### config.mk
export PLATFORM = sky130hd
export DESIGN_NAME = riscv_core_fetch_queue
export DESIGN_NICKNAME = d
export VERILOG_FILES = /design/src/rtl/riscv_core_fetch_queue.sv
export SDC_FILE = /design/constraint.sdc
export NUM_CORES = 1
export LEC_CHECK = 0
export ABC_AREA = 1
export CAP_MARGIN = 25
export CORE_MARGIN = 5
export CORE_UTILIZATION = 40
export CTS_CLUSTER_SIZE = 30
export DETAILED_ROUTE_END_ITERATION = 6
export GPL_TIMING_DRIVEN = 1
export PLACE_DENSITY = 0.63
export SLEW_MARGIN = 0
export SYNTH_ARGS = -nofsm -noshare
export SYNTH_HDL_FRONTEND = slang
export SYNTH_SLANG_ARGS = --single-unit
export TNS_END_PERCENT = 10
### constraint.sdc
create_clock -name i_clk -period 7.1 [get_ports i_clk]
set_clock_uncertainty 0.15 [all_clocks]
set_input_delay 1.42 -clock i_clk [delete_from_list [all_inputs] [get_ports i_clk]]
set_output_delay 1.42 -clock i_clk [all_outputs]
set_load 0.05 [all_outputs]
### src/rtl/riscv_core_fetch_queue.sv
// riscv_core_fetch_queue
//
// Purpose:
//   Small circular-buffer queue between instruction fetch and decode. Each
//   entry carries the fetched instruction word, its PC and a fetch-fault flag.
//   The head entry is presented combinationally to the decoder. An empty
//   queue presents a NOP with PC 0 and no fault. A flush discards every entry
//   on the next clock edge.
//
// Ports:
//   i_clk, i_rst         clock and asynchronous active-high reset
//   i_fq_push_valid      fetch offers an entry
//   i_fq_push_instr      fetched instruction word
//   i_fq_push_pc         PC of that instruction
//   i_fq_push_fault      fetch access fault / misalignment for that entry
//   o_fq_push_ready      queue can accept an entry this cycle
//   o_fq_instr           head instruction (to decoder)
//   o_fq_pc              head PC
//   o_fq_if_illegal      head fault flag (to decoder)
//   o_fq_valid           head entry valid
//   i_fq_pop_ready       decode consumes the head
//   i_fq_flush           discard all entries (redirect or trap)
//   o_fq_count           current occupancy, 0..DEPTH

module riscv_core_fetch_queue #(
  parameter int DEPTH = 4
) (
  input  logic                       i_clk,
  input  logic                       i_rst,
  input  logic                       i_fq_push_valid,
  input  logic [31:0]                i_fq_push_instr,
  input  logic [63:0]                i_fq_push_pc,
  input  logic                       i_fq_push_fault,
  output logic                       o_fq_push_ready,
  output logic [31:0]                o_fq_instr,
  output logic [63:0]                o_fq_pc,
  output logic                       o_fq_if_illegal,
  output logic                       o_fq_valid,
  input  logic                       i_fq_pop_ready,
  input  logic                       i_fq_flush,
  output logic [$clog2(DEPTH):0]     o_fq_count
);

  localparam int PTR_W = $clog2(DEPTH);
  localparam logic [PTR_W:0] FULL_COUNT = (PTR_W + 1)'(DEPTH);
  localparam logic [31:0] NOP_INSTR = 32'h0000_0013;

  // Entry storage is deliberately left out of reset; count gates its use.
  logic [31:0] instr_mem [DEPTH];
  logic [63:0] pc_mem    [DEPTH];
  logic        fault_mem [DEPTH];

  logic [PTR_W-1:0] wr_ptr;
  logic [PTR_W-1:0] rd_ptr;
  logic [PTR_W:0]   count;

  logic push_fire;
  logic pop_fire;

  // Flush blocks both handshakes so nothing moves in the flush cycle.
  assign o_fq_push_ready = (count != FULL_COUNT) && !i_fq_flush;
  assign o_fq_valid      = (count != '0);
  assign push_fire       = i_fq_push_valid && o_fq_push_ready;
  assign pop_fire        = o_fq_valid && i_fq_pop_ready && !i_fq_flush;
  assign o_fq_count      = count;

  always_ff @(posedge i_clk) begin
    if (push_fire) begin
      instr_mem[wr_ptr] <= i_fq_push_instr;
      pc_mem[wr_ptr]    <= i_fq_push_pc;
      fault_mem[wr_ptr] <= i_fq_push_fault;
    end
  end

  always_ff @(posedge i_clk or posedge i_rst) begin
    if (i_rst) begin
      wr_ptr <= '0;
      rd_ptr <= '0;
      count  <= '0;
    end else if (i_fq_flush) begin
      wr_ptr <= '0;
      rd_ptr <= '0;
      count  <= '0;
    end else begin
      if (push_fire) begin
        wr_ptr <= wr_ptr + 1'b1;
      end
      if (pop_fire) begin
        rd_ptr <= rd_ptr + 1'b1;
      end
      // Simultaneous push and pop leaves occupancy unchanged.
      if (push_fire && !pop_fire) begin
        count <= count + 1'b1;
      end else if (pop_fire && !push_fire) begin
        count <= count - 1'b1;
      end
    end
  end

  // An empty queue shows a harmless NOP so decode never sees stale data.
  always_comb begin
    o_fq_instr      = NOP_INSTR;
    o_fq_pc         = '0;
    o_fq_if_illegal = 1'b0;
    if (count != '0) begin
      o_fq_instr      = instr_mem[rd_ptr];
      o_fq_pc         = pc_mem[rd_ptr];
      o_fq_if_illegal = fault_mem[rd_ptr];
    end
  end

endmodule

After elaboration in Yosys (flattened, before gate mapping)
Memories as Yosys holds them, arrays and structs flattened.
Index checks and enable logic that the tools add are counted.
{"block": "word_totals", "reg_bits": 7, "ramBits": 388, "memories": 3}
{"block": "op_classes", "add_sub_neg": 4, "n_mux": 12, "eq_ne": 1, "reduce_logical": 13}
{"memory": "pc_mem", "words": 4, "width": 64, "read_ports": 1, "rd_clocked_by_memory_dff": 0, "wr": 1, "line": "50", "text": "logic [63:0] pc_mem [DEPTH];"}
{"memory": "instr_mem", "words": 4, "width": 32, "read_ports": 1, "rd_clocked_by_memory_dff": 0, "wr": 1, "line": "49", "text": "logic [31:0] instr_mem [DEPTH];"}
{"memory": "fault_mem", "words": 4, "width": 1, "read_ports": 1, "rd_clocked_by_memory_dff": 0, "wr": 1, "line": "51", "text": "logic fault_mem [DEPTH];"}
{"op": "two-way mux 64 bit", "count": 1}
{"op": "two-way mux 32 bit", "count": 1}
{"op": "two-way mux 3 bit", "count": 3}
{"op": "two-way mux 2 bit", "count": 4}
{"op": "logical AND 1 bit", "count": 6}
{"op": "nonzero test 3 bit", "count": 2}
{"op": "adder 2 x 1 -> 2 bit, second input constant", "count": 2}
{"op": "nonzero test 2 bit", "count": 2}
{"op": "adder 3 x 1 -> 3 bit, second input constant", "count": 1}
{"op": "logical NOT 1 bit", "count": 3}
{"op": "two-way mux 1 bit", "count": 3}
{"op": "!= test 3 bit, second input constant", "count": 1}
{"op": "subtractor 3 x 1 -> 3 bit, second input constant", "count": 1}

Logic depth before layout (Yosys ltp)
Gate-level depths: netlist of run 1.
{"block": "depth", "word_depth": 8, "mapped_depth": 11, "depth_no_buf": 11}

Worst setup path before layout of run 1
Ideal clock, no wire load.
{"block": "synth_timing", "path_type": "input to register", "start": "in i_fq_flush", "end": "mem fault_mem[0] (enable)", "path_slack_ns": 0.602, "required_time_ns": 6.396, "arrival_time_ns": 5.794, "setup_ns": 0.554, "cell_stages": 3, "n_path_buf": 0, "cell_sequence": "inv_1 nand3_2 nor2_1"}
{"block": "synth_via", "elab_chain_cells": 5}
{"element": "start: declaration", "line": "40", "text": "input logic i_fq_flush,"}
{"element": "logical NOT 1 bit", "line": "61", "text": "assign o_fq_push_ready = (count != FULL_COUNT) && !i_fq_flush;"}
{"element": "logical AND 1 bit", "line": "61"}
{"element": "logical AND 1 bit", "line": "63", "text": "assign push_fire = i_fq_push_valid && o_fq_push_ready;"}
{"element": "two-way mux 1 bit", "line": "68", "text": "if (push_fire) begin"}
{"element": "two-way mux 1 bit (not written as such)", "line": "71", "text": "fault_mem[wr_ptr] <= i_fq_push_fault;"}
{"element": "end: declaration", "line": "51"}
No other way between the ends.

Worst setup path in the final report of run 1
{"block": "layout_timing", "start": "reg rd_ptr[0]", "end": "out o_fq_instr[0]"}
{"block": "layout_via", "elab_chain_cells": 2}
{"element": "start: declaration", "line": "54", "text": "logic [PTR_W-1:0] rd_ptr;"}
{"element": "start signal: assignment", "line": "89", "text": "rd_ptr <= rd_ptr + 1'b1;"}
{"element": "memory (4 x 32 bit)"}
{"element": "two-way mux 32 bit", "line": "105", "text": "if (count != '0) begin"}
{"element": "end: declaration", "line": "35", "text": "output logic [31:0] o_fq_instr,"}
No other way between the ends.

==> results of run 1 <==
power groups by stage:
stage                     combinational, mW  sequential (mW)  clock, mW
after global placement                 2.90             2.84          0
after global routing                   3.06             2.81       2.20
after floorplan                        1.95             2.83          0
after detailed placement               2.90             2.85          0
after CTS                              2.92             2.80       2.11
final                                  2.87             2.80       2.05
final cells by class:
cell class              instances  area (um^2)
diodes                          1         2.50
multi-input cells             719         3190
inverters                      17         72.6
flip-flops and latches        395        11800
clock inverters                17          155
well taps                     518          648
repair buffers                216         2150
clock buffers                  58         1130
fillers                      3385        19300
cell usage in the layout, fill, tap and decap left out, types with 2 or more instances in the layout:
cell	instances
a21oi_1	96
buf_12	2
buf_4	11
bufinv_16	2
clkbuf_1	15
clkbuf_16	43
clkdlybuf4s50_1	203
clkinv_1	4
clkinv_2	9
clkinv_8	2
dfrtp_1	5
dfrtp_4	2
edfxtp_1	388
ha_1	4
inv_1	13
nand2_1	17
nand3_1	2
nor2_1	390
nor2_2	2
nor2_4	4
o21ai_0	118
o21ai_1	78
o311ai_0	2
cell families after synthesis:
kind of cell / after synthesis / share of synthesized area, %
buf+inv: 91 / 3.08
compound gates: 296 / 9.67
fa+ha+maj: 5 / 0.453
flops: 395 / 76.5
xor+xnor: 1 / 0.0567
simple gates: 417 / 10.2
Yosys cell counts, drive strengths merged:
library cell / n
xnor2: 1
dfrtp: 7
fa: 1
nor2: 396
ha: 4
buf: 41
o21ai: 196
edfxtp: 388
inv: 17
nand3: 3
nand2: 18
o311ai: 3
o21bai: 1
clkbuf: 33
a21oi: 96
worst min-delay path, cell delays in order, from the launching register on:
cell and delay [ps]:
dfrtp_1 390, nand2_1 60, o21ai_1 70
routing by layer:
| metal | global-route usage [%] | vias up | routed length (um) |
|---|---|---|---|
| li1 | - | 4643 | - |
| met1 | 22.6 | 4696 | 15400 |
| met2 | 27.8 | 278 | 17400 |
| met3 | 4.14 | 60 | 2610 |
| met4 | 4.87 | 6 | 691 |
| met5 | 0 | - | 47 |
metrics by stage:
stage                     utilization [%]  power, mW  setup slack, ps  cell area, um^2
final                                49.9       7.71             1580            19200
after global routing                 49.9       8.07             1380            19200
after CTS                            49.9       7.82             1570            19200
after detailed placement             46.5       5.75             2170            17900
after global placement               46.5       5.75             2180            17900
after floorplan                         -       4.78              602            15500
how the worst min path moves through the flow:
stage | startpoint | to | cells after the start
floorplan | wr_ptr[1]$_DFFE_PP0P_ | wr_ptr[1]$_DFFE_PP0P_ | 2
global placement | o_fq_count[0]$_DFFE_PP0P_ | o_fq_count[0]$_DFFE_PP0P_ | 1
detailed placement | o_fq_count[1]$_DFFE_PP0P_ | o_fq_count[1]$_DFFE_PP0P_ | 2
CTS | o_fq_count[1]$_DFFE_PP0P_ | o_fq_count[1]$_DFFE_PP0P_ | 2
global route | o_fq_count[1]$_DFFE_PP0P_ | o_fq_count[1]$_DFFE_PP0P_ | 2
finish | o_fq_count[1]$_DFFE_PP0P_ | o_fq_count[1]$_DFFE_PP0P_ | 2
registers in the layout, summed over array words and instances (netlist names):
register and cells:
pc_mem 256, instr_mem 128, o_fq_count 3, rd_ptr 2, fault_mem 4, wr_ptr 2
==> results by group, run 1 <==
Pwr
  – Sw frac: 38.6%
  – Clock Power Share: 26.5%
  – Maximum vdd drop: 339 uV
  – NetSw: around 3.0 mW
  – Share of power burned in registers: 36.3%
  – P_int: ~4.7 mW
  – Combinational share of power: 37.2%
  – Power per cell area: around 400 nW/um^2
  – Static Leak: approximately 6.4 nW

Clock tree
  – Clock sinks: 395
  – Clock Tree Root: clkbuf_16
  – Post-CTS sizing: 0
  – Clk pin slew, worst setup/hold paths: roughly 60 ps
  – Worst-Skew Late Latency: ~540 ps
  – CTS Buf Count: 42
  – CTS tree: built
  – H-tree levels: 2
  – Clock Path Buffers: 3
  – Post-CTS Hold Fix Bufs: 0
  – Post-CTS Repair Setup Buffers: 0

Critical path
  – Worst path top cell family by delay: buffers and inverters
  – Startpoint types: register
  – CP Buf/Inv Count: 2
  – Crit path to: o_fq_instr[0]
  – CP endpoint kind: output pin
  – Slowest CP cell: dfrtp_4
  – Crit path required time: 5530 ps
  – Reg2Reg Launch Point: o_fq_count[0]$_DFFE_PP0P_
  – Worst r2r dst: pc_mem[0][36]$_DFFE_PP_
  – Worst Setup SP: rd_ptr[0]$_DFFE_PP0P_
  – WP depth: 4
  – Critical path cell sequence: buf_4 > nor2_1 > o311ai_0 > clkdlybuf4s50_1
  – Max incr delay on CP: approximately 940 ps
  – Crit Path Category: reg2out
  – Critical path arrival: roughly 4000 ps
  – Crit path max fanout: 75
  – FF-to-FF path depth: 5
  – R2r setup slk: approximately 4500 ps

Yosys
  – Cell variety after synth: 26
  – Sequential fraction of the synthesis area: roughly 77%
  – Syn nets: between 1,000 and 1,500
  – Synth warnings: 0
  – Area leader, netlist: edfxtp_1
  – Synth area leaders: edfxtp_1 (75%), nor2_1 (9.6%), o21ai_0 (3.8%), a21oi_1 (3.1%), o21ai_1 (2.5%)
  – #FFs+latches synth: between 300 and 400
  – Post-synthesis cell count: ~1,200
  – Cell area after synthesis: approximately 15,000 um^2
  – Synth top area share: about three quarters
  – Syn Area/Cell: approximately 13 um^2

Route
  – Vias per inst: between 4 and 5
  – DR iter-0 viols: between 700 and 800
  – Wirelength per Cell: about 19 um
  – Post-route ant nets: 0
  – DRT Pass-1 Iters: 5
  – Total Routed Length: ~36 mm
  – Drt drc: 0
  – DR vias: roughly 9,700

GRT
  – GRT Residual Overflow: 0
  – Largest net degree at the start of global routing: about 130
  – First-pass GRT wire length: 55.8 mm
  – Vias in the first global route: approximately 10,000
  – Initial antenna violation count: 4
  – Overall routing resource usage: roughly 17%

Placement
  – Cells after DPL: ~1,900
  – # port buffers: around 200
  – Final GP Congestion: between 0.7 and 0.8
  – HPWL after DPL: a little under 20 mm

Die
  – # IOs: 204
  – Starting Density: around 40%
  – Die area: between 40,000 and 50,000 um^2
  – Core area: roughly 38,000 um^2
  – Chip Width: a little over 200 um
  – Die H: 207 um
  – Num rows: between 70 and 80

STA
  – Max Clock Freq: approximately 0.18 GHz
  – Period minus WS final: ~5500 ps
  – Final period utilization: a little under 80%
  – RSZ-0062 raised after global routing: false
  – Slew headroom: 34.2%
  – Setup TNS Final: 0 ps
  – Slew at the pin closest to its max-slew limit: between 900 and 1000 ps
  – Final setup violating endpoints: 0
  – Max Slew Vio Count: 0
  – Final hold vios: 0
  – Hold WS: 423 ps

Layout
  – Area Growth Syn to Fin: 24.1%
  – Share of layout cells above drive strength 1: 5.84%
  – Final cell count without fillers: 1,941
  – Nets: ~1,500

Flow run
  – Max-cap violations: 0

Hold path
  – Hold Path Class: reg2reg

Run status
  – Status: complete, no violations
(Power assumes the default switching activity.)
==> run 2, diff against run 1 <==
--- a/config.mk
+++ b/config.mk
@@ -12,7 +12,7 @@
 export CTS_CLUSTER_SIZE = 30
 export DETAILED_ROUTE_END_ITERATION = 6
 export GPL_TIMING_DRIVEN = 1
-export PLACE_DENSITY = 0.63
+export PLACE_DENSITY = 0.65
 export SLEW_MARGIN = 0
 export SYNTH_ARGS = -nofsm -noshare
 export SYNTH_HDL_FRONTEND = slang
==> constraint.sdc (replaced) <==
create_clock -name i_clk -period 4.6 [get_ports i_clk]
set_clock_uncertainty 0.15 [all_clocks]
set_input_delay 0.92 -clock i_clk [delete_from_list [all_inputs] [get_ports i_clk]]
set_output_delay 0.92 -clock i_clk [all_outputs]
set_load 0.05 [all_outputs]
==> results by group, run 2 (synthesis results as in run 1) <==
Run status
  – Status: complete, no violations (unchanged)

Layout
  – Max reg flops: 256 (unchanged)
  – Diode count: 0 (was 1)
  – Area Growth Syn to Fin: 25.5% (was 24.1%)
  – Most frequent cells in the layout: nor2_1 (390), edfxtp_1 (388), clkdlybuf4s50_1 (193) (was nor2_1 (390), edfxtp_1 (388), clkdlybuf4s50_1 (203))
  – Most common cell after layout, fill and taps aside: nor2_1 (unchanged)
  – Largest Register: pc_mem (unchanged)
  – Share of layout cells above drive strength 1: 7.07% (was 5.84%)
  – Core Util, Final: 50.4% (was 49.9%)
  – Nets: 1,506 (was 1,498)
  – Top flop regs: pc_mem x256, instr_mem x128, fault_mem x4 (unchanged)
  – # fillers: 3,343 (was 3,385)

Die
  – # IOs: 204 (unchanged)
  – Core area: 38,500 um^2 (unchanged)
  – Chip Width: 207 um (unchanged)
  – Die H: 207 um (unchanged)
  – Starting Density: 40.2% (unchanged)
  – Die area: 42,700 um^2 (unchanged)
  – Num rows: 72 (unchanged)

Pwr
  – Power per cell area: 620 nW/um^2 (was 402 nW/um^2)
  – Static Leak: 6.49 nW (was 6.38 nW)
  – Maximum vdd drop: 430 uV (was 339 uV)

GRT
  – Largest net degree at the start of global routing: 98 (was 127)
  – GRT Residual Overflow: 0 (unchanged)
  – Met2 usage: 27.0% (was 27.8%)
  – Vias in the first global route: 9,525 (was 9,757)
  – First-pass GRT wire length: 54.3 mm (was 55.8 mm)
  – Overall routing resource usage: 16.4% (was 16.9%)
  – Routing usage on met3: 3.75% (was 4.14%)
  – Global-route met1 utilization: 22.3% (was 22.6%)
  – Initial antenna violation count: 4 (unchanged)
  – GR peak layer: met2 (unchanged)

Route
  – Total Routed Length: 35.6 mm (was 36.2 mm)
  – Vias per inst: 4.98 (was 4.99)
  – DR vias: 9,694 (was 9,683)
  – DRT Pass-1 Iters: 6 (was 5)
  – DR iter-0 viols: 717 (was 765)
  – Drt drc: 0 (unchanged)
  – Wirelength per Cell: 18.3 um (was 18.7 um)
  – Post-route ant nets: 0 (unchanged)

Clock tree
  – Post-CTS Repair Setup Buffers: 0 (unchanged)
  – Clock Path Buffers: 3 (unchanged)
  – H-tree levels: 2 (unchanged)
  – CTS Buf Count: 42 (unchanged)
  – Worst-Skew Late Latency: 540 ps (about the same)
  – Post-CTS Hold Fix Bufs: 0 (unchanged)
  – Post-CTS sizing: 0 (unchanged)
  – Clock Tree Root: clkbuf_16 (unchanged)
  – Clock sinks: 395 (unchanged)
  – CTS tree: built (unchanged)
  – Clk pin slew, worst setup/hold paths: 60 ps (about the same)

Critical path
  – Startpoint types: register (unchanged)
  – Critical path arrival: 3230 ps (was 3950 ps)
  – Worst Setup SP: o_fq_count[2]$_DFFE_PP0P_ (was rd_ptr[0]$_DFFE_PP0P_)
  – Crit path required time: 3530 ps (was 5530 ps)
  – FF-to-FF path depth: 5 (unchanged)
  – Worst r2r dst: pc_mem[1][20]$_DFFE_PP_ (was pc_mem[0][36]$_DFFE_PP_)
  – CP endpoint kind: output pin (unchanged)
  – Crit Path Category: reg2out (unchanged)
  – Crit path max fanout: 39 (was 75)
  – R2r setup slk: 2310 ps (was 4530 ps)
  – Reg2Reg Launch Point: o_fq_count[0]$_DFFE_PP0P_ (unchanged)

STA
  – Slew at the pin closest to its max-slew limit: 771 ps (was 987 ps)
  – Slew headroom: 48.5% (was 34.2%)
  – Period minus WS final: approximately 4300 ps
  – Final period utilization: 93.5%
  – Setup WS post-layout: 297 ps (was 1580 ps)
  – Max Slew Vio Count: 0 (unchanged)
  – Final setup violating endpoints: 0 (unchanged)
  – Final hold vios: 0 (unchanged)
  – Max Clock Freq: ~0.23 GHz
  – RSZ-0062 raised after global routing: false (unchanged)

Placement
  – # port buffers: 203 (unchanged)
  – Final GP Congestion: 0.765 (was 0.753)
  – HPWL after DPL: 19.9 mm (was 19.8 mm)
  – Pre-CTS WS: 837 ps (was 2170 ps)

Hold path
  – Hold Path Class: reg2reg (unchanged)
  – Source of the worst hold timing path: o_fq_count[1]$_DFFE_PP0P_ (unchanged)
  – Worst Hold Depth: 2 (unchanged)
  – Hold Path Sink: o_fq_count[1]$_DFFE_PP0P_ (unchanged)

Flow run
  – Max-cap violations: 0 (unchanged)
run 2: changes by cell type in the layout (fill, tap and decap cells not counted), sizes merged, moves of 2 or more:
cell           previous run  this run
buf                      13        31
clkdlybuf4s50           203       193
clkbuf                   58        51
bufinv                    2         4
clkinv                   15        17
run 2: final cells by class:
cell class                 instances  area (um^2)  area share [%]
timing repair buffer             224         2340            12.1
clock inverter                    22          213            1.10
tap                              518          648            3.34
inverter                          17         72.6           0.374
sequential                       395        11800            61.0
clock buffer                      51         1110            5.70
multi-input combinational        719         3190            16.4
run 2: worst max-delay path, cell delays in order, from the launching register on:
cell	delay (ps)
dfrtp_1	420
inv_1	70
nand2_2	190
clkinv_2	460
buf_4	470
a21oi_1	230
clkdlybuf4s50_1	830
run 2: where the power goes:
part	switching [mW]	internal, mW
sequential	0.0875	4.19
combinational	3.19	1.33
clock	1.30	1.93
total	4.58	7.45
run 2: per-layer routing:
layer | share of wire [%] | wire, um
met5 | 0.18 | 63
met4 | 1.6 | 574
met3 | 6.6 | 2340
met2 | 48 | 17100
met1 | 44 | 15500
run 2: how the worst max path moves through the flow:
stage | end | slack (ps) | cells past startpoint
after detailed placement | o_fq_pc[29] | 840 | 6
after CTS | o_fq_pc[29] | 220 | 6
after floorplan | fault_mem[0]$_DFFE_PP_ | -1400 | 3
after global placement | o_fq_pc[31] | 900 | 5
after global routing | o_fq_pc[7] | 120 | 6
final | o_fq_pc[29] | 300 | 6
run 2: metrics by stage:
step / cell area [um^2] / instances / setup TNS [ps] / power [mW] / hold slack [ps]
after CTS: 19400 / 1946 / 0 / 12.2 / 425
after global placement: 18100 / 1873 / 0 / 8.88 / 397
final: 19400 / 1946 / 0 / 12.0 / 422
after floorplan: 15500 / 1205 / -542370 / 7.38 / 430
after global routing: 19400 / 1946 / 0 / 12.6 / 469
after detailed placement: 18100 / 1873 / 0 / 8.91 / 407
==> run 3, diff against run 2 <==
--- a/config.mk
+++ b/config.mk
@@ -12,7 +12,7 @@
 export CTS_CLUSTER_SIZE = 30
 export DETAILED_ROUTE_END_ITERATION = 6
 export GPL_TIMING_DRIVEN = 1
-export PLACE_DENSITY = 0.65
+export PLACE_DENSITY = 0.63
 export SLEW_MARGIN = 0
 export SYNTH_ARGS = -nofsm -noshare
 export SYNTH_HDL_FRONTEND = slang
==> constraint.sdc (replaced) <==
create_clock -name i_clk -period 5.2 [get_ports i_clk]
set_clock_uncertainty 0.15 [all_clocks]
set_input_delay 1.04 -clock i_clk [delete_from_list [all_inputs] [get_ports i_clk]]
set_output_delay 1.04 -clock i_clk [all_outputs]
set_load 0.05 [all_outputs]
==> results by group, run 3 (synthesis results as in run 1) <==
Die
  – Die H: 207 um (unchanged)
  – Die area: 42,700 um^2 (unchanged)
  – Chip Width: 207 um (unchanged)
  – Num rows: 72 (unchanged)
  – Starting Density: 40.2% (unchanged)
  – # IOs: 204 (unchanged)
  – Core area: 38,500 um^2 (unchanged)

Clock tree
  – Clock sinks: 395 (unchanged)
  – H-tree levels: 2 (unchanged)
  – Clk pin slew, worst setup/hold paths: 60 ps (about the same)
  – Worst-Skew Late Latency: 530 ps (was 540 ps)
  – CTS Buf Count: 42 (unchanged)
  – Clock Path Buffers: 3 (unchanged)
  – CTS tree: built (unchanged)
  – Post-CTS Repair Setup Buffers: 0 (unchanged)
  – Post-CTS Hold Fix Bufs: 0 (unchanged)
  – Clock Tree Root: clkbuf_16 (unchanged)
  – Post-CTS sizing: 0 (unchanged)

Route
  – Total Routed Length: 36.3 mm (was 35.6 mm)
  – DRT Pass-1 Iters: 5 (was 6)
  – Drt drc: 0 (unchanged)
  – DR iter-0 viols: 684 (was 717)
  – Post-route ant nets: 0 (unchanged)
  – Vias per inst: 4.99 (was 4.98)
  – Wirelength per Cell: 18.6 um (was 18.3 um)
  – DR vias: 9,718 (was 9,694)

Critical path
  – Worst path top cell family by delay: buffers and inverters (unchanged)
  – Max incr delay on CP: 930 ps (was 830 ps)
  – Most used cell, CP: nor2_1
  – CP Buf/Inv Count: 3 (was 4)
  – Critical path cell sequence: inv_6 > buf_12 > nor2_1 > nor2_1 > o21ai_0 > o311ai_0 > clkdlybuf4s50_1 (was inv_1 > nand2_2 > clkinv_2 > buf_4 > a21oi_1 > clkdlybuf4s50_1)
  – Crit path required time: 4010 ps (was 3530 ps)
  – Crit Path Category: reg2out (unchanged)
  – Critical path arrival: 3450 ps (was 3230 ps)
  – Startpoint types: register (unchanged)
  – Slowest CP cell: clkdlybuf4s50_1 (unchanged)
  – Crit path max fanout: 59 (was 39)
  – CP endpoint kind: output pin (unchanged)

Layout
  – Nets: 1,507 (was 1,506)
  – Most common cell after layout, fill and taps aside: nor2_1 (unchanged)
  – Flip-flop and latch area: 11,800 um^2 (unchanged)
  – Area Growth Syn to Fin: 24.7% (was 25.5%)
  – Max reg flops: 256 (unchanged)
  – Most frequent cells in the layout: nor2_1 (390), edfxtp_1 (388), clkdlybuf4s50_1 (203) (was nor2_1 (390), edfxtp_1 (388), clkdlybuf4s50_1 (193))
  – # fillers: 3,329 (was 3,343)
  – Top flop regs: pc_mem x256, instr_mem x128, fault_mem x4 (unchanged)
  – Multi-input combinational cell area: 3190 um^2 (unchanged)
  – Largest Register: pc_mem (unchanged)
  – Share of layout cells above drive strength 1: 6.50% (was 7.07%)

STA
  – Max Slew Vio Count: 0 (unchanged)
  – Slew at the pin closest to its max-slew limit: 936 ps (was 771 ps)
  – RSZ-0062 raised after global routing: false (unchanged)
  – Setup TNS Final: 0 ps (unchanged)
  – Final hold vios: 0 (unchanged)
  – Final period utilization: about nine tenths
  – Final setup violating endpoints: 0 (unchanged)
  – Period minus WS final: 4640 ps
  – Hold WS: 424 ps (was 422 ps)
  – Max Clock Freq: between 0.2 and 0.25 GHz
  – Slew headroom: 37.4% (was 48.5%)

GRT
  – Initial antenna violation count: 4 (unchanged)
  – GRT Residual Overflow: 0 (unchanged)
  – First-pass GRT wire length: 55.7 mm (was 54.3 mm)
  – Vias in the first global route: 9,977 (was 9,525)
  – Largest net degree at the start of global routing: 102 (was 98)
  – Overall routing resource usage: 16.9% (was 16.4%)

Run status
  – Status: complete, no violations (unchanged)

Flow run
  – Max-cap violations: 0 (unchanged)

Placement
  – Final GP Congestion: 0.746 (was 0.765)
  – HPWL after DPL: 20.4 mm (was 19.9 mm)
  – # port buffers: 203 (unchanged)

Pwr
  – Static Leak: 6.43 nW (was 6.49 nW)
  – Power per cell area: 550 nW/um^2 (was 620 nW/um^2)
  – Pwr Total: 10.6 mW (was 12.0 mW)
  – Maximum vdd drop: 347 uV (was 430 uV)

Hold path
  – Hold Path Class: reg2reg (unchanged)
[run 3: cell count changes in the layout (fill, tap and decap cells not counted), moves of 2 or more]
cell	previous run	this run
buf_12	14	6
clkinv_1	9	7
clkinv_4	2	0
clkdlybuf4s50_1	193	203
clkinv_2	6	11
bufinv_16	4	2
clkbuf_1	8	10
[run 3: layout make-up]
class | count | share of cell area [%]
clock buffers | 53 | 5.78
multi-input cells | 719 | 16.5
inverters | 17 | 0.376
repair buffers | 225 | 11.8
diodes | 1 | 0.0130
clock inverters | 21 | 0.792
flip-flops and latches | 395 | 61.4
well taps | 518 | 3.36
[run 3: worst register-to-register path: cells and delay by family, from the launching register on]
kind	cells	cell delay [ps]
simple gates	4	1260
flops	1	420
buf+inv	1	370
[run 3: power by group]
| part | total [mW] | switching, mW | internal (mW) |
|---|---|---|---|
| clock | 2.77 | 1.16 | 1.61 |
| combinational | 4.04 | 2.86 | 1.18 |
| sequential | 3.79 | 0.0880 | 3.71 |
[run 3: layer usage]
| layer | track usage [%] | routed length [um] | part of all wire [%] | up-vias |
|---|---|---|---|---|
| met5 | 0 | 24 | 0.066 | - |
| met4 | 4.59 | 658 | 1.8 | 4 |
| met3 | 4.08 | 2320 | 6.4 | 43 |
| met2 | 28.0 | 17500 | 48 | 251 |
| met1 | 22.4 | 15800 | 43 | 4755 |
| li1 | - | - | - | 4665 |
[run 3: final timing paths]
path | start | endpoint | slack (ps) | cells past startpoint
max | rd_ptr[0]$_DFFE_PP0P_ | o_fq_instr[1] | 560 | 7
min reg2reg | o_fq_count[0]$_DFFE_PP0P_ | o_fq_count[0]$_DFFE_PP0P_ | 420 | 1
max in group asynchronous | i_rst | rd_ptr[0]$_DFFE_PP0P_ | 4040 | 2
max reg2reg | o_fq_count[1]$_DFFE_PP0P_ | pc_mem[0][1]$_DFFE_PP_ | 2720 | 5
min in group asynchronous | i_rst | o_fq_count[0]$_DFFE_PP0P_ | 600 | 2
min | o_fq_count[0]$_DFFE_PP0P_ | o_fq_count[0]$_DFFE_PP0P_ | 420 | 1
[run 3: stage by stage]
stage               cells  setup WS [ps]  utilization, %  instance area [um^2]
finish               1949            563            50.1                 19300
global route         1949            374            50.1                 19300
CTS                  1948            483            50.1                 19300
detailed placement   1874           1070            46.8                 18000
global placement     1874           1060            46.8                 18000
floorplan            1205           -918               -                 15500
